**src/rtl/pc_seq_ctrl.sv**
```systemverilog
// rtl/pc_seq_ctrl.sv - next-PC sequencing control with stall-tolerant redirect hold (optional PC_REDIRECT_CNT_EN counter)
module pc_seq_ctrl (
  input  logic        clk,
  input  logic        rst,
  input  logic        stall,
  input  logic        valid_e,
  input  logic        jump_e,
  input  logic        jr_e,
  input  logic        branch_e,
  input  logic        taken_e,
  output logic [1:0]  pc_sel,
  output logic        pc_we,
  output logic        flush_fd,
  output logic        redirect_pend,
  output logic [15:0] redirect_cnt
);

  localparam logic [1:0] ST_BOOT = 2'd0;
  localparam logic [1:0] ST_RUN  = 2'd1;
  localparam logic [1:0] ST_HOLD = 2'd2;

  localparam logic [1:0] SEL_SEQ = 2'b00;
  localparam logic [1:0] SEL_J   = 2'b01;
  localparam logic [1:0] SEL_JR  = 2'b10;
  localparam logic [1:0] SEL_BR  = 2'b11;

  logic [1:0] r_state;
  logic [1:0] w_next_state;
  logic [1:0] r_held_sel;
  logic       w_req;
  logic [1:0] w_req_sel;

  // Redirect request from E and its select, JR winning over J over taken branch
  always_comb begin
    w_req = valid_e & (jr_e | jump_e | (branch_e & taken_e));
    if (jr_e)
      w_req_sel = SEL_JR;
    else if (jump_e)
      w_req_sel = SEL_J;
    else
      w_req_sel = SEL_BR;
  end

  // Output decode and next state; a redirect commits in the same cycle unless stalled
  always_comb begin
    w_next_state  = r_state;
    pc_sel        = SEL_SEQ;
    pc_we         = 1'b0;
    flush_fd      = 1'b0;
    redirect_pend = 1'b0;
    case (r_state)
      ST_RUN: begin
        if (w_req) begin
          pc_sel = w_req_sel;
          if (!stall) begin
            pc_we    = 1'b1;
            flush_fd = 1'b1;
          end else begin
            w_next_state = ST_HOLD;
          end
        end else begin
          pc_we = ~stall;
        end
      end
      ST_HOLD: begin
        pc_sel        = r_held_sel;
        redirect_pend = 1'b1;
        if (!stall) begin
          pc_we        = 1'b1;
          flush_fd     = 1'b1;
          w_next_state = ST_RUN;
        end
      end
      default: begin
        // BOOT (and any unused encoding): keep F/D flushed, PC frozen
        flush_fd     = 1'b1;
        w_next_state = ST_RUN;
      end
    endcase
  end

  // State register; reset lands in BOOT so the first released cycle is BOOT
  always_ff @(posedge clk or posedge rst) begin
    if (rst)
      r_state <= ST_BOOT;
    else
      r_state <= w_next_state;
  end

  // Held select: captured when a redirect meets a stall, cleared when it commits
  always_ff @(posedge clk or posedge rst) begin
    if (rst)
      r_held_sel <= SEL_SEQ;
    else if ((r_state == ST_RUN) && w_req && stall)
      r_held_sel <= w_req_sel;
    else if ((r_state == ST_HOLD) && !stall)
      r_held_sel <= SEL_SEQ;
  end

`ifdef PC_REDIRECT_CNT_EN
  logic        w_commit;
  logic [15:0] r_redirect_cnt;

  assign w_commit = pc_we & flush_fd & (r_state != ST_BOOT);

  // Saturating count of committed redirects
  always_ff @(posedge clk or posedge rst) begin
    if (rst)
      r_redirect_cnt <= 16'h0000;
    else if (w_commit && (r_redirect_cnt != 16'hFFFF))
      r_redirect_cnt <= r_redirect_cnt + 16'h0001;
  end

  assign redirect_cnt = r_redirect_cnt;
`else
  assign redirect_cnt = 16'h0000;
`endif

endmodule

```
**config.mk**
```make
export PLATFORM = sky130hd
export DESIGN_NAME = pc_seq_ctrl
export DESIGN_NICKNAME = d
export VERILOG_FILES = /design/src/rtl/pc_seq_ctrl.sv
export SDC_FILE = /design/constraint.sdc
export NUM_CORES = 1
export LEC_CHECK = 0
export CORE_AREA = 8 8 45 47
export CTS_CLUSTER_DIAMETER = 120
export DETAILED_ROUTE_END_ITERATION = 8
export DIE_AREA = 0 0 53 55
export DONT_BUFFER_PORTS = 1
export PLACE_DENSITY = 0.46
export SETUP_SLACK_MARGIN = 0.3
export SLEW_MARGIN = 0
export SYNTH_ARGS = -nofsm -noshare
export SYNTH_HDL_FRONTEND = slang
export SYNTH_SLANG_ARGS = --single-unit
```
**constraint.sdc**
```tcl
create_clock -name clk -period 1.81 [get_ports clk]
set_input_delay 0.181 -clock clk [delete_from_list [all_inputs] [get_ports clk]]
set_output_delay 0.181 -clock clk [all_outputs]
set_load 0.02 [all_outputs]
```
==> results.yml, run 1 <==
clock_network:
  clkLatencyLatePin_ns: 0.23
  cts.sinks: 4
  htree_levels: 1
  cts_made_buffers: 3
  cts.path.max_buffers: 2
  cts_tree: "done"
  clockRootBuffer: "clkbuf_4"
  path_clk_slew_ns: 0.04
sta:
  tns_ns: 0
  hold_viol: 0
  fin_skew_ns: 0.00422
  maxSlewViolCount: 0
  rsz0062_at_grt: "yes"
  fmax_mhz: 664
  fin_crit_sh: 0.832
  whs_ns: 0.0405
  final-setup-viol-count: 0
  final.min_clock_period_ns: 1.51
finish:
  num-nets-final: 71
  final_area_sq_um: 492
  finish.utilization: 0.355
  drive_gt1_frac: 0.339
  final_common_cell: "conb_1"
  mostFrequentLayoutCells: "conb_1 (16), buf_4 (6), nand2_1 (3), clkbuf_4 (3)"
  n_antenna_cell: 0
  syn_to_final_growth_pct: 20.6
global_routing:
  overflow: 0
  grt_max_degree: 9
  gr-usage-all-layers: 0.0624
  antenna_found_initial: 0
  grt_pass1_wl_mm: 1.31
  grt_pass1_vias: 332
power:
  p_clk_frac: 0.150
  powerDensity_mw_per_mm2: 1450
  netSwitchingFraction: 0.417
  p_leak_uw: 0.000235
  ir_worst_vdd_uv: 784
  power.internal_uw: 415
  p_seq_frac: 0.237
  power.switching_uw: 298
  p_comb_frac: 0.613
critical_path:
  critPathTopFamily: "flip-flops"
  cp_max_fo: 5
  crit_required_ns: 1.63
  crit_arrival_ns: 1.32
  critPathCaptureType: "primary output"
  critical_path_class: "reg -> out"
  crit_path_top_delay_cell: "dfrtp_2"
  worst_r2r_path_depth: 5
  crit_buf_inv: 2
  start_kind: "register"
  max_stage_delay_ns: 0.43
  path_cells: "inv_2 -> ha_4 -> and3_4 -> o2bb2ai_2 -> buf_6"
  cp.depth: 5
synthesis:
  yosys_warnings: 0
  yosysUniqueCellTypes: 21
  postSynthCellCount: 49
  ys_ff_latch: 4
  synth_area_per_cell_sq_um: 8.32
  netlist_area_sq_um: 408
  yosysSeqAreaShare: 0.245
detailed_routing:
  final_antenna_net_count: 0
  drcViolationCount: 0
  num_vias: 327
  drtIter0Drc: 8
  vias_per_cell: 4.36
  drt_pass1_iterations: 4
  wl_um: 895
  wire_per_inst_um: 11.9
floorplanning:
  die_h_um: 55
  dieArea_sq_mm: 0.00292
  core_area_sq_mm: 0.00138
  die_w_um: 53
  placementRows: 14
  io_pins: 29
  initial_utilization: 0.295
place:
  hpwl_um: 715
  io_buffers: 0
  placed_area_sq_um: 394
  place.gp.congestion: 0.648
hold_path:
  min_path_type: "in -> reg"
  min_path_cells: 1
status:
  outcome: "finished, final reports clean"
run:
  maxCapViolations: 0
## final timing paths
kind,to,from,slack (ns)
worst max-delay path,pc_sel[0],r_state[1],0.30
worst min-delay path,r_held_sel[0],jr_e,0.04
worst max register to register,r_held_sel[1],r_state[0],0.44
worst min register to register,r_held_sel[0],r_held_sel[0],0.53
max in group asynchronous,r_state[1],rst,1.39
min in group asynchronous,r_state[0],rst,0.27
## state kept, by name, summed over array words and instances, names as in the netlist
name	cells
r_held_sel	2
r_state	2
## worst reg2reg max path, delay by kind of cell, from the launching register on
family                     cells  cell delay, ns
and+or+nand+nor                1            0.23
AOI/OAI and AO/OA              1            0.25
adders and majority gates      1            0.14
buffers and inverters          2            0.19
DFF                            1            0.43
## per-layer routing
layer / GRT usage / wire length, um / up-vias
met5: 0 / 0 / -
met4: 0.0259 / 12 / 0
met3: 0.0428 / 164 / 2
met2: 0.0996 / 408 / 28
met1: 0.0625 / 309 / 140
li1: - / - / 157
## cells in the mapped netlist
cell type	count	area share
a32o_1	1	0.025
inv_1	3	0.028
o2bb2ai_1	1	0.021
o22a_1	1	0.021
and3_4	1	0.028
o21bai_1	1	0.018
ha_1	2	0.061
and2_1	2	0.031
nand2_1	3	0.028
nand4_1	2	0.031
a31oi_1	1	0.015
dfrtp_1	4	0.25
a21oi_1	1	0.012
mux2i_1	1	0.025
nand2b_1	1	0.015
nor2_1	3	0.028
or2b_1	1	0.018
buf_4	16	0.29
o21ai_0	2	0.025
a211o_1	1	0.021
conb_1	1	0.0092
## through the flow
stage               setup slack (ns)  std cells  total power [uW]
floorplan                      0.388         64               426
global placement               0.463         68               496
detailed placement             0.452         68               492
CTS                            0.303         72               677
global route                   0.251         75               773
finish                         0.305         75               713
## power by group through the flow
stage	clock network, uW	registers, uW	logic, uW
after floorplan	0	148	279
after global placement	0	156	340
after detailed placement	0	156	336
after CTS	112	166	399
after global routing	118	176	479
final	107	169	437
## area by class of cell
type	instances	area, sq um
Fill cell	161	892
Tap cell	16	20.0
Clock buffer	3	22.5
Timing Repair Buffer	8	66.3
Inverter	3	11.3
Multi-Input combinational cell	41	269
Sequential cell	4	103
## what timing repair did
item,CTS,global route
endpoints found under the hold margin,4,0
buffers inserted,0,3
hold buffers,1,0
pin swaps,2,3
gates cloned,0,0
endpoints found under the setup margin,4,4
gates resized for setup,7,4
## logic make-up after synthesis
logic type,after synthesis,share of synthesized area
flip-flops,4,0.245
buffers and inverters,19,0.322
adder cells (fa/ha/maj),2,0.0613
AND/OR/NAND/NOR,13,0.178
AO/OA/AOI/OAI,9,0.160
other,1,0.00919
multiplexers,1,0.0245
Note: power is estimated with default switching activity, not from simulation.
==> run 2, diff against run 1 <==
--- a/config.mk
+++ b/config.mk
@@ -10,7 +10,7 @@
 export DETAILED_ROUTE_END_ITERATION = 8
 export DIE_AREA = 0 0 53 55
 export DONT_BUFFER_PORTS = 1
-export PLACE_DENSITY = 0.46
+export PLACE_DENSITY = 0.48
 export SETUP_SLACK_MARGIN = 0.3
 export SLEW_MARGIN = 0
 export SYNTH_ARGS = -nofsm -noshare
==> constraint.sdc (replaced) <==
create_clock -name clk -period 1.2 [get_ports clk]
set_input_delay 0.12 -clock clk [delete_from_list [all_inputs] [get_ports clk]]
set_output_delay 0.12 -clock clk [all_outputs]
set_load 0.02 [all_outputs]
==> results.yml, run 2 (synthesis results as in run 1) <==
power:
  ir_worst_vdd_uv: 1070
  p_leak_uw: 0.000281
  powerDensity_mw_per_mm2: 2140
  total_power_uw: 1270
sta:
  fin_skew_ns: 0.00535
  tns_ns: -1.39
  final-setup-viol-count: 9
  maxSlewViolCount: 0
  final.min_clock_period_ns: 1.45
  hold_viol: 0
  fin_crit_sh: 1.21
  rsz0062_at_grt: "yes"
  setup_slack_ns: -0.249
  fmax_mhz: 690
detailed_routing:
  drcViolationCount: 0
  wire_per_inst_um: 12.2
  drtIter0Drc: 2
  final_antenna_net_count: 0
  drt_pass1_iterations: 3
  vias_per_cell: 4.35
  wl_um: 987
  num_vias: 352
finish:
  num-nets-final: 77
  final_common_cell: "conb_1"
  fillerInstances: 146
  mostFrequentLayoutCells: "conb_1 (16), buf_6 (8), buf_4 (4), clkbuf_4 (3), dfrtp_1 (3)"
  drive_gt1_frac: 0.431
  finish.utilization: 0.429
  syn_to_final_growth_pct: 45.4
  n_antenna_cell: 0
  largest_registers: "r_held_sel: 2 flops, r_state: 2 flops"
  final_cell_count_no_fill: 81
status:
  outcome: "finished with violations"
  violations: "setup timing"
hold_path:
  hp-start: "stall"
  min_path_cells: 2
  min_path_type: "in -> reg"
  hold_path_end: "r_held_sel[1]"
clock_network:
  htree_levels: 1
  cts_tree: "done"
  cts.sinks: 4
  path_clk_slew_ns: 0.04
  clkLatencyLatePin_ns: 0.23
  cts.path.max_buffers: 2
  clockRootBuffer: "clkbuf_4"
  cts_made_buffers: 3
critical_path:
  start_kind: "register"
  startpoint: "r_state[1]"
  cp_max_fo: 5
  worstReg2RegEnd: "r_held_sel[1]"
  critPathCaptureType: "primary output"
  critical_path_class: "reg -> out"
  reg2reg_from: "r_state[0]"
  crit_arrival_ns: 1.33
  reg2reg_slack_ns: -0.14
  crit_required_ns: 1.08
  worst_r2r_path_depth: 5
global_routing:
  grt_pass1_wl_mm: 1.46
  grt_pass1_vias: 377
  gr-usage-all-layers: 0.0683
  grt_max_degree: 7
  overflow: 0
  antenna_found_initial: 0
run:
  maxCapViolations: 0
floorplanning:
  placementRows: 14
  initial_utilization: 0.295
  dieArea_sq_mm: 0.00292
  core_area_sq_mm: 0.00138
  die_h_um: 55
  die_w_um: 53
  io_pins: 29
place:
  placed_cells: 72
  place_ws_ns: -0.0344
  place.gp.congestion: 0.656
  hpwl_um: 770
  io_buffers: 0
## run 2: cell count changes in the layout (fill, tap and decap cells not counted), moves of 2 or more
cell / previous run / this run
buf_6: 1 / 8
buf_4: 6 / 4
nor2_2: 2 / 0
nor2_4: 0 / 2
o21ai_1: 0 / 2
o21ai_0: 2 / 0
## run 2: area by class of cell
class                      instances  area [sq um]  share of cell area
multi-input combinational         41           298               0.502
timing repair buffer              14           140               0.236
clock buffer                       3          22.5              0.0380
tap                               16          20.0              0.0338
sequential                         4           101               0.171
inverter                           3          11.3              0.0190
## run 2: worst max-delay path by stage
stage,endpoint,cells after the start
after floorplan,r_held_sel[1],4
after global placement,flush_fd,5
after detailed placement,r_held_sel[1],4
after CTS,pc_sel[0],5
after global routing,pc_sel[1],6
final,pc_sel[0],5
## run 2: stage by stage
stage | area, sq um | hold WS (ns)
2_1_floorplan | 494 | -0.114
3_3_place_gp | 454 | -0.104
3_5_place_dp | 454 | -0.102
4_1_cts | 552 | 0.151
5_1_grt | 593 | 0.163
6_report | 593 | 0.151
## run 2: critical path, cell delays in order (launching register included)
cell and delay [ns]:
dfrtp_1 0.38, buf_6 0.13, ha_4 0.24, nor2_4 0.09
o2bb2ai_2 0.12, buf_6 0.14
## run 2: timing repair
item / CTS / global route
resized for setup: 11 / 7
hold endpoints to repair: 5 / 0
setup buffers: 2 / 2
setup endpoints to repair: 9 / 9
hold buffers: 2 / 0
pin swaps: 4 / 1
## run 2: routing by layer
layer  GRT usage  part of all wire
met5           0                 0
met1      0.0624              0.30
met2       0.115              0.53
met4      0.0259             0.012
met3      0.0508              0.15
## run 2: report_power, final
group	internal, uW	leakage, uW	switching (uW)
logic	439	0.000220	415
clock network	112	0.0000138	53.1
registers	197	0.0000469	50.5
total	748	0.000281	519
==> run 3, diff against run 2 <==
--- a/config.mk
+++ b/config.mk
@@ -5,12 +5,13 @@
 export SDC_FILE = /design/constraint.sdc
 export NUM_CORES = 1
 export LEC_CHECK = 0
+export ABC_AREA = 1
 export CORE_AREA = 8 8 45 47
 export CTS_CLUSTER_DIAMETER = 120
 export DETAILED_ROUTE_END_ITERATION = 8
 export DIE_AREA = 0 0 53 55
 export DONT_BUFFER_PORTS = 1
-export PLACE_DENSITY = 0.48
+export PLACE_DENSITY = 0.49
 export SETUP_SLACK_MARGIN = 0.3
 export SLEW_MARGIN = 0
 export SYNTH_ARGS = -nofsm -noshare
==> constraint.sdc (replaced) <==
create_clock -name clk -period 1.2 [get_ports clk]
set_input_delay 0.12 -clock clk [delete_from_list [all_inputs] [get_ports clk]]
set_output_delay 0.12 -clock clk [all_outputs]
set_load 0.1 [all_outputs]
==> results.yml, run 3 <==
clock_network:
  cts_tree: "done"
  cts.sinks: 4
  path_clk_slew_ns: 0.04
  clkLatencyLatePin_ns: 0.23
  cts.path.max_buffers: 2
  clockRootBuffer: "clkbuf_4"
  cts_made_buffers: 3
  htree_levels: 1
place:
  io_buffers: 0
  hpwl_um: 833
  place.gp.congestion: 0.780
  place_ws_ns: -0.157
finish:
  fillerInstances: 139
  n_antenna_cell: 0
  finish.utilization: 0.484
  mostFrequentLayoutCells: "conb_1 (16), nand2_1 (15), buf_12 (5), buf_6 (5), inv_1 (4)"
  syn_to_final_growth_pct: 56.4
  ff_latch_area_sq_um: 101
  drive_gt1_frac: 0.390
  final_common_cell: "conb_1"
  num-nets-final: 89
  largest_registers: "r_held_sel: 2 flops, r_state: 2 flops"
  multi_input_area_sq_um: 323
detailed_routing:
  vias_per_cell: 4.24
  final_antenna_net_count: 0
  num_vias: 394
  wl_um: 990
  drt_pass1_iterations: 4
  wire_per_inst_um: 10.6
  drtIter0Drc: 7
  drcViolationCount: 0
critical_path:
  crit_required_ns: 1.08
  critical_path_class: "reg -> out"
  critPathCaptureType: "primary output"
  path_cells: "buf_6 -> ha_4 -> nand3b_1 -> buf_12"
  cp_max_fo: 4
  reg2reg_slack_ns: -0.08
  endpoint: "flush_fd"
  start_kind: "register"
  crit_path_top_delay_cell: "dfrtp_1"
  crit_arrival_ns: 1.41
  worstReg2RegEnd: "r_state[1]"
  worst_r2r_path_depth: 7
  crit_buf_inv: 2
  startpoint: "r_state[1]"
  max_stage_delay_ns: 0.39
  reg2reg_from: "r_state[1]"
  critPathTopFamily: "flip-flops"
  cp.depth: 4
sta:
  setup_slack_ns: -0.333
  fmax_mhz: 652
  final-setup-viol-count: 7
  whs_ns: 0.0110
  fin_crit_sh: 1.28
  hold_viol: 0
  maxSlewViolCount: 0
  final.min_clock_period_ns: 1.53
  tns_ns: -1.48
  fin_skew_ns: 0.00631
  rsz0062_at_grt: "yes"
global_routing:
  top_usage_layer: "met2"
  gr-usage-all-layers: 0.0755
  use_met2: 0.131
  antenna_found_initial: 0
  overflow: 0
  grt_pass1_wl_mm: 1.67
  grt_max_degree: 8
  use_met1: 0.0732
  grt_pass1_vias: 407
  use_met3: 0.0455
synthesis:
  netlist_area_sq_um: 428
  yosys_warnings: 0
  postSynthCellCount: 63
  yosysSeqAreaShare: 0.234
  synth_top_area_share: 0.281
  synth_area_leader_cell: "buf_4"
  synth_area_per_cell_sq_um: 6.79
  async_flop_share: 1.00
  ys_ff_latch: 4
  synth_edf_count: 0
  synthTopCellsByArea: "buf_4 (28%), dfrtp_1 (23%), nand2_1 (14%), nand3_1 (7.0%), inv_1 (6.1%)"
  yosysUniqueCellTypes: 13
  synth_commonest_cells: "buf_4 (16), nand2_1 (16), inv_1 (7)"
  synth_flop_cell: "dfrtp_1"
floorplanning:
  core_area_sq_mm: 0.00138
  dieArea_sq_mm: 0.00292
  die_w_um: 53
  die_h_um: 55
  io_pins: 29
  initial_utilization: 0.309
  placementRows: 14
hold_path:
  min_path_type: "in -> reg"
status:
  violations: "setup timing"
  outcome: "finished with violations"
run:
  maxCapViolations: 0
run 3: cell types whose count changed after synthesis, sizes merged, moves of 2 or more:
| cell | previous run | this run |
|---|---|---|
| a21oi | 1 | 3 |
| and2 | 2 | 0 |
| inv | 3 | 7 |
| nand2 | 3 | 16 |
| nand3 | 0 | 6 |
| o21ai | 2 | 0 |
run 3: cell families after synthesis:
kind of cell | Yosys count | share of synthesized area
buffers and inverters | 23 | 0.342
other | 1 | 0.00876
and+or+nand+nor | 30 | 0.313
adders and majority gates | 2 | 0.0585
DFF | 4 | 0.234
AOI/OAI and AO/OA | 3 | 0.0439
run 3: metal layers:
| metal | share of wire | vias up |
|---|---|---|
| li1 | - | 198 |
| met1 | 0.37 | 178 |
| met2 | 0.51 | 18 |
| met3 | 0.12 | 0 |
| met4 | 0 | 0 |
| met5 | 0 | - |
run 3: worst min path at each step:
stage               startpoint       endpoint  cells after the start
finish                   stall  r_held_sel[0]                      2
global route             stall  r_held_sel[0]                      2
CTS                      stall  r_held_sel[1]                      2
detailed placement         rst     r_state[0]                      1
global placement           rst     r_state[0]                      1
floorplan                  rst  r_held_sel[0]                      1
run 3: layout make-up:
cell class              count  area share
flip-flops and latches      4       0.151
inverters                   7      0.0430
repair buffers             12       0.260
well taps                  16      0.0299
multi-input cells          51       0.482
clock buffers               3      0.0336
run 3: stage by stage:
stage,instances,instance area [sq um]
after floorplan,78,529
after global placement,86,539
after detailed placement,86,539
after CTS,92,622
after global routing,93,669
final,93,669
run 3: what timing repair did:
item                                   4_1_cts  5_1_grt
endpoints found under the hold margin        4        0
pin swaps                                    4        7
buffers inserted                             2        1
gates resized for setup                      8       11
hold buffers                                 1        0
setup endpoints to repair                    9        9
Power of run 3 is left out: the tool's default activity adds up to more than one toggle a clock period on the data nets, which glitch-free logic cannot reach.
